<file path="config.mk">
export PLATFORM = sky130hd
export DESIGN_NAME = tpu_load_sequencer
export DESIGN_NICKNAME = d
export VERILOG_FILES = /design/src/rtl/tpu_load_sequencer.sv
export SDC_FILE = /design/constraint.sdc
export NUM_CORES = 1
export LEC_CHECK = 0
export CAP_MARGIN = 40
export CORE_MARGIN = 1
export CORE_UTILIZATION = 46
export DETAILED_ROUTE_END_ITERATION = 6
export GPL_TIMING_DRIVEN = 0
export HOLD_SLACK_MARGIN = 0.12
export MAX_ROUTING_LAYER = met4
export PLACE_DENSITY = 0.74
export SETUP_SLACK_MARGIN = 0.5
export SYNTH_ARGS = -nofsm -noshare
export SYNTH_HDL_FRONTEND = slang
export SYNTH_SLANG_ARGS = --single-unit
</file>
<file path="constraint.sdc">
create_clock -name clk -period 2.07 [get_ports clk]
set_input_delay 0.414 -clock clk [delete_from_list [all_inputs] [get_ports clk]]
set_output_delay 0.414 -clock clk [all_outputs]
set_load 0.02 [all_outputs]
</file>
<file path="src/rtl/tpu_load_sequencer.sv">
// Streams a framed byte sequence into per-element A/B load strobes for the
// 2x2 matmul controller, then waits for the controller's done rising edge.
module tpu_load_sequencer #(
  parameter int unsigned TIMEOUT = 255
) (
  input  logic       clk,
  input  logic       rst_n,
  input  logic [7:0] in_data,
  input  logic       in_valid,
  output logic       in_ready,
  output logic       load_en,
  output logic       load_sel_ab,
  output logic [1:0] load_index,
  output logic [7:0] load_data,
  input  logic       ctrl_done,
  output logic       busy,
  output logic       frame_done,
  output logic       err
);

  typedef enum logic [1:0] {HDR, DATA, WAIT} state_t;

  localparam logic [7:0] TIMEOUT_CNT = 8'(TIMEOUT);

  state_t     state, state_next;
  logic [2:0] k, k_next;
  logic       mode, mode_next;
  logic [7:0] idle, idle_next;
  logic       ctrl_prev;
  logic       load_en_next, sel_next, fd_next, err_next;
  logic [1:0] idx_next;
  logic [7:0] data_next;
  logic       accept, done_rise, last_byte;
  logic [7:0] idle_inc;

  assign in_ready  = (state != WAIT);
  assign accept    = in_valid & in_ready;
  assign done_rise = ctrl_done & ~ctrl_prev;
  assign last_byte = mode ? (k == 3'd3) : (k == 3'd7);
  assign idle_inc  = idle + 8'd1;

  always_comb begin
    state_next   = state;
    k_next       = k;
    mode_next    = mode;
    idle_next    = idle;
    load_en_next = 1'b0;
    sel_next     = load_sel_ab;
    idx_next     = load_index;
    data_next    = load_data;
    fd_next      = 1'b0;
    err_next     = 1'b0;
    case (state)
      HDR: begin
        idle_next = '0;
        if (accept) begin
          if (in_data[7:4] == 4'hA) begin
            state_next = DATA;
            k_next     = '0;
            mode_next  = in_data[0];
          end else begin
            err_next = 1'b1;
          end
        end
      end
      DATA: begin
        if (accept) begin
          load_en_next = 1'b1;
          sel_next     = mode ? 1'b1 : k[2];
          idx_next     = k[1:0];
          data_next    = in_data;
          k_next       = k + 3'd1;
          idle_next    = '0;
          if (last_byte) state_next = WAIT;
        end else if (idle_inc == TIMEOUT_CNT) begin
          err_next   = 1'b1;
          state_next = HDR;
          idle_next  = '0;
        end else begin
          idle_next = idle_inc;
        end
      end
      WAIT: begin
        // A done rise is progress, so it wins over a coincident timeout.
        if (done_rise) begin
          fd_next    = 1'b1;
          state_next = HDR;
          idle_next  = '0;
        end else if (idle_inc == TIMEOUT_CNT) begin
          err_next   = 1'b1;
          state_next = HDR;
          idle_next  = '0;
        end else begin
          idle_next = idle_inc;
        end
      end
      default: state_next = HDR;
    endcase
  end

  always_ff @(posedge clk or negedge rst_n) begin
    if (!rst_n) begin
      state       <= HDR;
      k           <= '0;
      mode        <= 1'b0;
      idle        <= '0;
      ctrl_prev   <= 1'b0;
      load_en     <= 1'b0;
      load_sel_ab <= 1'b0;
      load_index  <= '0;
      load_data   <= '0;
      busy        <= 1'b0;
      frame_done  <= 1'b0;
      err         <= 1'b0;
    end else begin
      state       <= state_next;
      k           <= k_next;
      mode        <= mode_next;
      idle        <= idle_next;
      ctrl_prev   <= ctrl_done;
      load_en     <= load_en_next;
      load_sel_ab <= sel_next;
      load_index  <= idx_next;
      load_data   <= data_next;
      busy        <= (state_next != HDR);
      frame_done  <= fd_next;
      err         <= err_next;
    end
  end

endmodule

</file>
==> impl_metrics.ini <==
[grt]
grt_use_total = 0.2188
grt_max_degree = 17
grt_pass1_vias = 1252
overflow = 0
antenna_found_initial = 0
grt_pass1_wl_mm = 5.533

[clock_tree]
cts_buffers = 5
ctsHoldBuffers = 0
clkSinkCount = 30
cts_tree = yes
cts.path.max_buffers = 2
worstSkewPairLatency_ns = 0.34
path_clk_slew_ns = 0.10
cts_root_buffer = clkbuf_4
h-tree-depth = 2

[drt]
drt_first_pass_iters = 4
drt-total-wl_mm = 3.384
dr.first_iter.drc_count = 35
num_vias = 1299
viasPerCell = 5.390
drc = 0
wire_per_inst_um = 14.04
postRouteAntennaNets = 0

[die]
fp.dieW_um = 59.82
rows = 20
fp.dieH_um = 59.82
initial_core_util = 0.4956
io-pin-count = 28
fp.coreArea_um2 = 3103
die_area_um2 = 3578

[timing]
fin_crit_ns = 2.022
skew_ns = 0.008139
setup_violations = 0
rsz0062_at_grt = yes
setup_slack_ns = 0.04757
fmax_mhz = 494.5
max_slew_margin = 0.4847
slew_violations = 0
period_share = 0.9770
final_hold_viol_count = 0
fin_setup_tns_ns = 0
tightest_slew_ns = 0.7705

[synth]
synth_area_per_cell_um2 = 10.60
synth_cells = 145
synth_ff_type = dfrtp_1
ys_ff_latch = 30
synth_edf_count = 0
synthArstFlopShare = 1.000
yosys_warnings = 0
synth_fp_nets = 165
syn-cell-area_um2 = 1538
yosysSeqAreaShare = 0.4882
synth.distinct_cells = 38

[pwr]
total_leakage_power_nw = 1.054
vdd_drop_max_mv = 0.9179
powerDensity_nw_per_um2 = 921.6

[critical_path]
startpoint_type = flip-flop
crit_chain = ha_4 -> xnor2_1 -> or4_4 -> o2111ai_4 -> nor2_2 -> mux2_4
critical_path_class = flip-flop to flip-flop
required_ns = 2.29
slowest_delay_ns = 0.54
cp_slowest_cell = or4_4
critical_path_arrival_ns = 2.25
worst-path-max-fanout = 6
endpoint_kind = flip-flop

[worst_hold_path]
hold_path_class = flip-flop to flip-flop

[placement]
dpl-instance-area_um2 = 1928
dp_slack_ns = -0.03928
port_buffers = 27
hpwl_mm = 2.223
place_congestion = 0.8059

[final_layout]
diodes = 0
utilization = 0.7294
nets = 216
final_area_um2 = 2263
nFillCells = 218
area_growth_pct = 47.19
drive_gt1_frac = 0.3350

[flow_run]
drv_cap = 0

[run_status]
outcome = finished, final reports clean
## worst max-delay path, delay by kind of cell, from the launching register on
kind | cells | cell delay [ns]
multiplexers | 1 | 0.26
adder cells (fa/ha/maj) | 1 | 0.18
flip-flops | 1 | 0.47
AND/OR/NAND/NOR | 2 | 0.62
XOR/XNOR | 1 | 0.13
AO/OA/AOI/OAI | 1 | 0.26
## synth_stat cells (2+ instances only)
master    number  area, um^2
nand4_1        2       12.51
mux2i_1        2       20.02
nand2_1       13       48.80
nor3_1         2       10.01
nand3_1        9       45.04
dfrtp_1       30       750.7
mux2_2        10       112.6
a21oi_1        5       25.02
o31ai_1        2       15.01
clkbuf_1       4       15.01
ha_1           8       100.1
o21bai_1       2       15.01
or3_1          2       12.51
a22o_1         3       26.28
inv_1         10       37.54
nand2b_1       2       12.51
nor2_1         9       33.78
nor2b_1        2       12.51
a21o_1         3       22.52
o21ai_0        7       35.03
## state kept, by name, indices dropped and copies added, names as in the netlist
register / cells
busy: 1
ctrl_prev: 1
err: 1
frame_done: 1
idle: 8
k: 3
load_data: 8
load_en: 1
load_index: 2
load_sel_ab: 1
mode: 1
state: 2
## cells in the final DEF (no fill, tap or decap), types with 2 or more instances in the layout
master / count
mux2_2: 6
nor2_2: 2
mux2i_1: 2
a21oi_1: 3
a21o_1: 3
dfrtp_2: 3
nand4_1: 2
buf_4: 7
a22o_1: 3
ha_4: 2
inv_1: 8
o31ai_1: 2
dlygate4sd2_1: 15
or3_1: 2
dfrtp_1: 27
o21ai_0: 5
nor3_1: 2
nor2_1: 8
clkdlybuf4s50_1: 11
nand2_1: 11
buf_8: 3
o21bai_1: 2
nand3_1: 9
ha_1: 4
ha_2: 2
clkbuf_4: 5
clkinv_2: 2
buf_6: 9
mux2_4: 5
## metrics by stage
stage | hold WS [ns] | power, mW | cells
after floorplan | 0.1184 | 1.217 | 145
after global placement | 0.4614 | 1.522 | 216
after detailed placement | 0.4734 | 1.557 | 217
after CTS | 0.4887 | 2.006 | 234
after global routing | 0.5314 | 2.191 | 241
final | 0.5122 | 2.086 | 241
## worst paths after layout
path / startpoint / end / slack, ns / cells past startpoint
setup / recovery: idle[1] / idle[0] / 0.05 / 6
setup reg to reg: idle[1] / idle[0] / 0.05 / 6
max in group asynchronous: rst_n / idle[0] / 1.00 / 2
min in group asynchronous: rst_n / load_data[7] / 0.52 / 1
hold / removal: load_data[5] / load_data[5] / 0.51 / 1
hold reg to reg: load_data[5] / load_data[5] / 0.51 / 1
## power breakdown
group / internal (mW) / leakage [nW] / switching, mW
clock network: 0.250 / 0.0450 / 0.215
logic: 0.404 / 0.622 / 0.411
registers: 0.733 / 0.387 / 0.0738
total: 1.39 / 1.05 / 0.699
## layer usage
layer | part of all wire | vias to the layer above | track usage
li1 | - | 625 | -
met1 | 0.44 | 633 | 0.2591
met2 | 0.50 | 35 | 0.3556
met3 | 0.048 | 6 | 0.06494
met4 | 0.013 | 0 | 0.07309
met5 | 0 | - | -
## kinds of logic (layout without fill, tap and decap cells)
| kind of cell | count (synthesis) | after routing | synth area share |
|---|---|---|---|
| simple gates | 48 | 48 | 0.1619 |
| fa+ha+maj | 8 | 8 | 0.06510 |
| buf+inv | 15 | 67 | 0.03743 |
| mux | 13 | 13 | 0.09601 |
| xor+xnor | 1 | 1 | 0.005697 |
| compound gates | 30 | 30 | 0.1457 |
| flops | 30 | 30 | 0.4882 |
## area by class of cell
cell class	count	area, um^2	area share
flip-flops and latches	30	754.5	0.3333
clock inverters	3	40.04	0.01769
well taps	44	55.05	0.02432
clock buffers	5	37.54	0.01658
repair buffers	44	437.9	0.1935
multi-input cells	100	834.6	0.3687
plain buffers	5	63.81	0.02819
inverters	10	40.04	0.01769
## timing repair
action	4_1_cts	5_1_grt
endpoints found under the setup margin	40	25
resized for setup	29	31
setup buffers	8	7
cloned	1	0
pin swaps	3	3
Note: power is estimated with default switching activity, not from simulation.
